==> config.mk <==
export PLATFORM = sky130hd
export DESIGN_NAME = imm_gen_stage
export DESIGN_NICKNAME = d
export VERILOG_FILES = /design/src/rtl/imm_gen_stage_pkg.sv /design/src/rtl/imm_decode.sv /design/src/rtl/imm_gen_stage.sv
export SDC_FILE = /design/constraint.sdc
export NUM_CORES = 1
export LEC_CHECK = 0
export ABC_CLOCK_PERIOD_IN_PS = 1900
export CAP_MARGIN = 40
export CELL_PAD_IN_SITES_DETAIL_PLACEMENT = 0
export CELL_PAD_IN_SITES_GLOBAL_PLACEMENT = 1
export CORE_MARGIN = 1
export CORE_UTILIZATION = 35
export CTS_CLUSTER_SIZE = 24
export DETAILED_ROUTE_END_ITERATION = 12
export PLACE_DENSITY = 0.78
export SLEW_MARGIN = 15
export SYNTH_ARGS = -nofsm -noshare
export SYNTH_HDL_FRONTEND = slang
export SYNTH_HIERARCHICAL = 1
export SYNTH_SLANG_ARGS = --single-unit
==> constraint.sdc <==
create_clock -name clk -period 1.9 [get_ports clk]
set_input_delay 0.19 -clock clk [delete_from_list [all_inputs] [get_ports clk]]
set_output_delay 0.19 -clock clk [all_outputs]
set_load 0.005 [all_outputs]
==> src/rtl/imm_gen_stage_pkg.sv <==
// Shared opcode constants and immediate-format codes for the immediate-decode stage.
package imm_gen_stage_pkg;

  // Base RV32/RV64 major opcodes (inst[6:0])
  localparam logic [6:0] OP_LOAD      = 7'b0000011;
  localparam logic [6:0] OP_ARI_ITYPE = 7'b0010011;
  localparam logic [6:0] OP_AUIPC     = 7'b0010111;
  localparam logic [6:0] OP_STORE     = 7'b0100011;
  localparam logic [6:0] OP_ARI_RTYPE = 7'b0110011;
  localparam logic [6:0] OP_LUI       = 7'b0110111;
  localparam logic [6:0] OP_BRANCH    = 7'b1100011;
  localparam logic [6:0] OP_JALR      = 7'b1100111;
  localparam logic [6:0] OP_JAL       = 7'b1101111;
  localparam logic [6:0] OP_SYSTEM    = 7'b1110011;

  typedef logic [2:0] imm_type_t;

  // Immediate format codes carried alongside the instruction
  localparam imm_type_t IMM_I    = 3'b000;
  localparam imm_type_t IMM_S    = 3'b001;
  localparam imm_type_t IMM_B    = 3'b010;
  localparam imm_type_t IMM_U    = 3'b011;
  localparam imm_type_t IMM_J    = 3'b100;
  localparam imm_type_t IMM_Z    = 3'b101;
  localparam imm_type_t IMM_NONE = 3'b111;

endpackage

==> src/rtl/imm_decode.sv <==
// Combinational immediate classifier/generator: inst -> {format, XLEN immediate, illegal}.
module imm_decode
  import imm_gen_stage_pkg::*;
#(
  parameter int XLEN    = 32,
  parameter int CSR_IMM = 1
) (
  input  logic [31:0]     inst,
  output imm_type_t       imm_type,
  output logic [XLEN-1:0] imm,
  output logic            illegal
);

  logic [6:0] opcode;

  assign opcode  = inst[6:0];
  // Anything not ending in 2'b11 is a compressed/other-length encoding
  assign illegal = (inst[1:0] != 2'b11);

  // Classify the opcode and assemble the matching sign/zero-extended immediate
  always_comb begin
    imm_type = IMM_NONE;
    imm      = '0;
    if (!illegal) begin
      case (opcode)
        OP_ARI_ITYPE, OP_JALR, OP_LOAD: begin
          imm_type = IMM_I;
          imm      = XLEN'($signed(inst[31:20]));
        end
        OP_STORE: begin
          imm_type = IMM_S;
          imm      = XLEN'($signed({inst[31:25], inst[11:7]}));
        end
        OP_BRANCH: begin
          imm_type = IMM_B;
          imm      = XLEN'($signed({inst[31], inst[7], inst[30:25], inst[11:8], 1'b0}));
        end
        OP_LUI, OP_AUIPC: begin
          imm_type = IMM_U;
          imm      = XLEN'($signed({inst[31:12], 12'b0}));
        end
        OP_JAL: begin
          imm_type = IMM_J;
          imm      = XLEN'($signed({inst[31], inst[19:12], inst[20], inst[30:21], 1'b0}));
        end
        OP_SYSTEM: begin
          // funct3[2] selects the CSR*I forms whose rs1 field is a 5-bit zimm
          if ((CSR_IMM != 0) && inst[14]) begin
            imm_type = IMM_Z;
            imm      = XLEN'(inst[19:15]);
          end
        end
        default: begin
          imm_type = IMM_NONE;
          imm      = '0;
        end
      endcase
    end
  end

endmodule

==> src/rtl/imm_gen_stage.sv <==
// Registered immediate-decode stage with valid/ready handshake, flush and optional skid entry.
module imm_gen_stage
  import imm_gen_stage_pkg::*;
#(
  parameter int XLEN    = 32,
  parameter int SKID    = 0,
  parameter int CSR_IMM = 1
) (
  input  logic            clk,
  input  logic            rst,
  input  logic            in_valid,
  output logic            in_ready,
  input  logic [31:0]     in_inst,
  input  logic [XLEN-1:0] in_pc,
  input  logic            flush,
  output logic            out_valid,
  input  logic            out_ready,
  output logic [31:0]     out_inst,
  output logic [XLEN-1:0] out_pc,
  output logic [2:0]      out_imm_type,
  output logic [XLEN-1:0] out_imm,
  output logic            out_illegal
);

  imm_type_t       dec_type;
  logic [XLEN-1:0] dec_imm;
  logic            dec_illegal;

  imm_decode #(.XLEN(XLEN), .CSR_IMM(CSR_IMM)) u_imm_decode (
    .inst     (in_inst),
    .imm_type (dec_type),
    .imm      (dec_imm),
    .illegal  (dec_illegal)
  );

  logic            out_valid_reg;
  logic [31:0]     out_inst_reg;
  logic [XLEN-1:0] out_pc_reg;
  imm_type_t       out_type_reg;
  logic [XLEN-1:0] out_imm_reg;
  logic            out_illegal_reg;

  // Skid entry view; tied off when the skid buffer is not built
  logic            skid_valid;
  logic [31:0]     skid_inst;
  logic [XLEN-1:0] skid_pc;
  imm_type_t       skid_type;
  logic [XLEN-1:0] skid_imm;
  logic            skid_illegal;

  logic accept;
  logic out_free;

  assign accept   = in_valid & in_ready;
  assign out_free = !out_valid_reg | out_ready;

  // Output register: refill from the skid entry first so order is preserved
  always_ff @(posedge clk) begin
    if (rst) begin
      out_valid_reg   <= 1'b0;
      out_inst_reg    <= '0;
      out_pc_reg      <= '0;
      out_type_reg    <= IMM_NONE;
      out_imm_reg     <= '0;
      out_illegal_reg <= 1'b0;
    end else if (flush) begin
      out_valid_reg <= 1'b0;
    end else if (out_free) begin
      if (skid_valid) begin
        out_valid_reg   <= 1'b1;
        out_inst_reg    <= skid_inst;
        out_pc_reg      <= skid_pc;
        out_type_reg    <= skid_type;
        out_imm_reg     <= skid_imm;
        out_illegal_reg <= skid_illegal;
      end else if (accept) begin
        out_valid_reg   <= 1'b1;
        out_inst_reg    <= in_inst;
        out_pc_reg      <= in_pc;
        out_type_reg    <= dec_type;
        out_imm_reg     <= dec_imm;
        out_illegal_reg <= dec_illegal;
      end else begin
        out_valid_reg <= 1'b0;
      end
    end
  end

  generate
    if (SKID != 0) begin : gen_skid
      logic            skid_valid_reg;
      logic            in_ready_reg;
      logic [31:0]     skid_inst_reg;
      logic [XLEN-1:0] skid_pc_reg;
      imm_type_t       skid_type_reg;
      logic [XLEN-1:0] skid_imm_reg;
      logic            skid_illegal_reg;

      // Park an accepted input while the output is stalled; in_ready mirrors "skid empty"
      always_ff @(posedge clk) begin
        if (rst) begin
          skid_valid_reg   <= 1'b0;
          in_ready_reg     <= 1'b1;
          skid_inst_reg    <= '0;
          skid_pc_reg      <= '0;
          skid_type_reg    <= IMM_NONE;
          skid_imm_reg     <= '0;
          skid_illegal_reg <= 1'b0;
        end else if (flush || out_free) begin
          // Flush drops the entry; a free output drains it
          skid_valid_reg <= 1'b0;
          in_ready_reg   <= 1'b1;
        end else if (accept) begin
          skid_valid_reg   <= 1'b1;
          in_ready_reg     <= 1'b0;
          skid_inst_reg    <= in_inst;
          skid_pc_reg      <= in_pc;
          skid_type_reg    <= dec_type;
          skid_imm_reg     <= dec_imm;
          skid_illegal_reg <= dec_illegal;
        end
      end

      assign in_ready     = in_ready_reg;
      assign skid_valid   = skid_valid_reg;
      assign skid_inst    = skid_inst_reg;
      assign skid_pc      = skid_pc_reg;
      assign skid_type    = skid_type_reg;
      assign skid_imm     = skid_imm_reg;
      assign skid_illegal = skid_illegal_reg;
    end else begin : gen_pass
      assign in_ready     = out_free;
      assign skid_valid   = 1'b0;
      assign skid_inst    = '0;
      assign skid_pc      = '0;
      assign skid_type    = IMM_NONE;
      assign skid_imm     = '0;
      assign skid_illegal = 1'b0;
    end
  endgenerate

  assign out_valid    = out_valid_reg;
  assign out_inst     = out_inst_reg;
  assign out_pc       = out_pc_reg;
  assign out_imm_type = out_type_reg;
  assign out_imm      = out_imm_reg;
  assign out_illegal  = out_illegal_reg;

endmodule
==> After elaboration in Yosys (flattened, before gate mapping) <==
Index checks and enable logic that the tools add are counted.
{ "classes": {"n_eq_ne": 10, "muxes": 7, "bitwise": 3, "n_reduce_logical": 5} }
{ "op_table": {"columns": ["op", "n"], "rows": [
  ["$pmux 32 s6", 1],
  ["$mux 32", 1],
  ["$eq 7x7->1 const B", 4],
  ["$pmux 3 s6", 1],
  ["$eq 7x5->1 const B", 2],
  ["$eq 7x6->1 const B", 2],
  ["$eq 7x2->1 const B", 1],
  ["$mux 5", 1],
  ["$reduce_or 2->1", 2],
  ["$mux 3", 1],
  ["$reduce_and 3->1", 1],
  ["$reduce_or 3->1", 1],
  ["$mux 2", 1],
  ["$ne 2x2->1 const B", 1],
  ["$and 1x1->1", 1],
  ["$logic_not 1->1", 1],
  ["$mux 1", 1],
  ["$not 1->1", 1],
  ["$or 1x1->1", 1]
]} }
{ "totals": {"register_bits": 101, "inputBits": 69, "out_inout_bits": 102, "word_cells": 31} }

==> Logic depth before layout (Yosys ltp) <==
{ "logic_depth": {"ltp_word": 4, "mapped_depth": 8, "depth_no_buf": 6} }

==> Cells and area by module <==
The synthesis kept the hierarchy.
{ "modules_own_cells": {"columns": ["module", "n_inst", "cells_per_inst", "area_per_inst_um2", "seq_area_each_um2"], "rows": [
  ["imm_gen_stage", 1, 439, 4609.4, 2021.9],
  ["imm_decode", 1, 97, 730.7, 0.0]
]} }

==> Worst setup path after synthesis <==
OpenSTA, ideal clock, no wires.
{ "synth_path": {"path_type": "input-to-reg", "startpoint": "input port in_inst[3]", "endpoint": "register out_imm_reg[1] (netlist: out_imm[1])", "setup_ns": 0.072, "t_arrival_ns": 1.330, "required_time_ns": 1.828, "path_slack_ns": 0.499, "cell_stages": 6, "path_buffers": 1, "path_cell_list": "buf_6 or4_4 a21oi_4 a221o_2 nand2b_1 mux2i_1"} }
{ "synth_between": {"elab_chain_cells": 4, "elab_cells_between_ends": 13, "cone_classes": "eq/ne (9); mux (2); reduce/logical (2)"} }
{ "synth_lines": {"columns": ["element", "line", "rtl"], "rows": [
  ["from (decl)", "imm_gen_stage.sv:13", "input logic [31:0] in_inst,"],
  ["$eq 7x5->1 (tied with other cells)", "imm_decode.sv:25", "case (opcode)"],
  ["$reduce_or 3->1 / $reduce_or 2->1 (equally long branches)", "imm_decode.sv:25", null],
  ["$pmux 32 s6 (*)", "imm_decode.sv:25", null],
  ["$mux 32 (*)", "imm_decode.sv:24", "if (!illegal) begin"],
  ["net dec_imm[1]", "imm_gen_stage.sv:26", "logic [XLEN-1:0] dec_imm;"],
  ["to (signal assigned)", "imm_gen_stage.sv:74", "out_imm_reg <= skid_imm;"],
  ["to (signal assigned)", "imm_gen_stage.sv:81", "out_imm_reg <= dec_imm;"],
  ["to (decl)", "imm_gen_stage.sv:40", "logic [XLEN-1:0] out_imm_reg;"]
]} }
Mark *: on every way through the listed nets, which the timed path passes. The rest lies on a longest branch.
A chain may end at the register's enable or synchronous reset.

==> Final worst setup path <==
{ "layout_path": {"startpoint": "input port in_inst[2]", "endpoint": "register out_imm_reg[25] (netlist: out_imm[25])"} }
Same word-level chain as after synthesis.

==> qor.txt <==
CLOCK NETWORK
-----------------------------------------------------------------------------------------------
Cts hold-fix bufs                                                                             0
Maximum buffer depth of the clock tree                                                        2
Clock root buffer master                                                           sky130_fd_sc_hd__clkbuf_16
Count of clock tree sinks                                                                   101
Clock input transition at the sequential cells of the worst setup and hold paths        0.07 ns
TritonCTS Buffers                                                                             9
# resized after CTS                                                                           0
Latest clock arrival within the worst-skew pair                                         0.34 ns
H-tree Lvls                                                                                   3
TritonCTS clock tree                                                                       done
Post-CTS setup buffer count                                                                   0

YOSYS
-----------------------------------------------------------------------------------------------
Share of the synthesized area in compound gates (AO/OA/AOI/OAI)                           6.04%
Nets in the synthesized netlist                                                             605
Combinational family with the most area after synthesis                            simple AND/OR/NAND/NOR gates
Post-Synth Adder-Cell Area                                                                   0%
Share of synthesized area occupied by flip-flops and latches                              37.9%
Warnings, synthesis                                                                           6
Combined area of all synthesized cells                                               5340 sq um
Synth Area in Simple Gates                                                                29.9%
Distinct cell type count of the synthesized netlist                                          42
Synthesized area per cell                                                            9.96 sq um
Share of synthesized flip-flops with an asynchronous set or reset                            0%
Most common flop cell mapped by yosys                                              sky130_fd_sc_hd__dfxtp_1
Multiplexer share of the synthesized area                                                 18.7%
Synthesized flop and latch total                                                            101
Xor-xnor portion of the synthesized cell area                                            0.164%
Synthesized instance count                                                                  536
Count of flip-flops with a built-in enable after synthesis                                    0

GLOBAL ROUTE
-----------------------------------------------------------------------------------------------
First-pass GRT wire length                                                         22500 microns
Vias in the first global route                                                             4442
Aggregate global-route resource usage                                                     17.9%
Pin count of the biggest net entering global routing                                         64
Aggregate global routing overflow                                                             0
Number of antenna violations at the first check in global routing                             0

DRT
-----------------------------------------------------------------------------------------------
WL per Instance                                                                    15.2 microns
Number of optimization iterations in the first detailed-route pass                            8
DRC                                                                                          12
Detailed-route vias per instance                                                           4.73
Antenna violation net count after detailed routing                                            0
Routed WL                                                                          13800 microns
Vias                                                                                       4284
Starting DRC count in detailed routing                                                      183

WORST SETUP PATH
-----------------------------------------------------------------------------------------------
Delay of the slowest critical-path stage                                                0.52 ns
Reg2Reg Capture Point                                                                out_imm[9]
Worst reg2reg setup slack                                                               0.51 ns
Cell type group with the largest total delay on the critical path                  buffers and inverters
Reg-to-reg startpoint                                                                 out_valid
CP max-delay cell                                                                  sky130_fd_sc_hd__clkdlybuf4s50_1
Kind of capture point of the worst setup path                                         flip-flop
Required @ worst endpoint                                                               2.17 ns
Critical-path cell list                                                            clkdlybuf4s50_1 > or3_1 > a211o_1 > o211ai_2 > buf_12 > a21o_1 > nand2b_1 > mux2i_1
Type of the worst setup path                                                       primary input to flip-flop
Critical path peak fanout                                                                    11
Critical path arrival                                                                   2.03 ns
Number of buffer and inverter instances along the worst setup path                            2
Depth of the most critical reg-to-reg path                                                    5
Worst setup SP type                                                                primary input

STA
-----------------------------------------------------------------------------------------------
Hold Worst Slack                                                                       0.396 ns
Share of the clock period used by the worst path after layout                             92.4%
Final setup slack of the worst path                                                    0.145 ns
Min Tclk post-route                                                                     1.76 ns
Max-slew headroom at the worst pin                                                        76.4%
Total negative slack                                                                       0 ns
Number of hold violations in the final report                                                 0
RSZ-0062 raised after global routing                                                         no
Clock skew after layout                                                              0.00496 ns
Max Clock Freq                                                                          570 MHz
Number of max-slew violations in the final report                                             0
Actual slew at the worst max-slew pin                                                  0.353 ns
Number of endpoints failing setup at the final stage                                          0

PLACE
-----------------------------------------------------------------------------------------------
Post-DP HPWL                                                                       10100 microns
Weighted congestion at the end of routability-driven global placement                     0.825
Post-place instance area                                                             7300 sq um
Post-placement cell count                                                                   891
Setup Slack @ Placement                                                               -0.220 ns
I/O Buffers                                                                                 170

FLOORPLAN
-----------------------------------------------------------------------------------------------
Effective utilization at floorplan                                                        36.3%
Number of placed I/O pins                                                                   171
Area of the core region                                                             14700 sq um
Die width                                                                           126 microns
Die Footprint                                                                       15800 sq um
Die Y-Extent                                                                        126 microns
Cell row count                                                                               44

POWER
-----------------------------------------------------------------------------------------------
Maximum vdd drop                                                                       0.401 mV
PwrDens                                                                             627 nW/um^2
Leakage power                                                                           2.94 nW
Total power of the final layout                                                         4.75 mW

MIN PATH
-----------------------------------------------------------------------------------------------
Worst Min Path Start                                                                        rst
Worst hold path class                                                              primary input to flip-flop
Worst Hold End                                                                      out_imm[30]
WHS Path Cells                                                                                3

JOB
-----------------------------------------------------------------------------------------------
Count of maximum capacitance violations                                                       0

OUTCOME
-----------------------------------------------------------------------------------------------
Violated checks                                                                    design-rule violations
Result of the run                                                                  finished, violations left

FINAL LAYOUT
-----------------------------------------------------------------------------------------------
Signed area change from the synthesized netlist to the final layout                       41.9%
Final-stage net count                                                                       787
Number of antenna repair diodes                                                               0
Final cell utilization of the core                                                        51.5%
Area of all placed cells without fillers                                             7580 sq um
Layout cell share with drive strength beyond 1                                            10.7%
Non-filler cells in the finished layout                                                     906

-- per-layer routing --
metal	GRT usage, %	wire length (microns)
met3	4.45	814
met1	22.0	6300
met5	0	0
met2	30.3	6430
met4	6.31	220
-- synth_stat cells (all sizes together) (3+ instances only) --
library cell,n,area [sq um]
clkbuf,20,75.1
nand2,3,13.8
nor3,3,20.0
a21oi,7,46.3
a21o,19,143
and3,7,50.1
nor2,14,52.6
nand3,5,25.0
a221o,4,45.0
nand2b,195,1220
buf,20,298
dfxtp,101,2020
o21ai,5,25.0
nand4,3,18.8
inv,4,15.0
and2,6,37.5
mux2i,100,1000
-- cell type report --
class,instances,area (sq um)
clock buffer,10,229
clock inverter,5,37.5
fill,1383,7120
inverter,4,15.0
multi-input combinational,391,2940
sequential,101,2020
tap,184,230
timing repair buffer,211,2110
-- placed cells by master, fill, tap and decap left out, types with 3 or more instances in the layout --
master	count
sky130_fd_sc_hd__inv_1	4
sky130_fd_sc_hd__buf_12	8
sky130_fd_sc_hd__o21ai_0	5
sky130_fd_sc_hd__mux2i_1	100
sky130_fd_sc_hd__nand2b_1	195
sky130_fd_sc_hd__a221o_2	4
sky130_fd_sc_hd__nand4_1	3
sky130_fd_sc_hd__dfxtp_1	101
sky130_fd_sc_hd__and3_2	5
sky130_fd_sc_hd__clkdlybuf4s50_1	169
sky130_fd_sc_hd__a21o_1	19
sky130_fd_sc_hd__clkbuf_16	9
sky130_fd_sc_hd__a21oi_1	6
sky130_fd_sc_hd__buf_4	34
sky130_fd_sc_hd__and2_1	6
sky130_fd_sc_hd__nor2_1	14
sky130_fd_sc_hd__nand3_1	5
-- worst max-delay path by stage --
stage	from	slack (ns)	cells past startpoint	end
6_report	in_inst[2]	0.14	8	out_imm[25]
3_5_place_dp	in_inst[2]	-0.22	7	out_imm[2]
5_1_grt	in_inst[5]	0.07	9	out_imm[7]
2_1_floorplan	in_inst[3]	0.50	6	out_imm[1]
3_3_place_gp	in_inst[2]	-0.16	8	out_imm[28]
4_1_cts	in_inst[2]	0.14	8	out_imm[25]
-- logic make-up (layout without fill, tap and decap cells) --
family / after synthesis / count (layout)
flip-flops: 101 / 101
multiplexers: 100 / 100
XOR/XNOR: 1 / 1
buffers and inverters: 44 / 230
AND/OR/NAND/NOR: 248 / 248
AO/OA/AOI/OAI: 42 / 42
-- power breakdown --
group | leakage [nW] | internal [mW] | switching (mW)
Clock | 0.130 | 0.889 | 0.820
Combinational | 1.99 | 0.495 | 0.313
Sequential | 0.822 | 2.19 | 0.0407
-- tightest hold or removal path: stages --
cell and delay, ns:
sky130_fd_sc_hd__buf_4 0.22, sky130_fd_sc_hd__nand2b_1 0.18, sky130_fd_sc_hd__mux2i_1 0.10
Power figures use the tool's default switching activity.
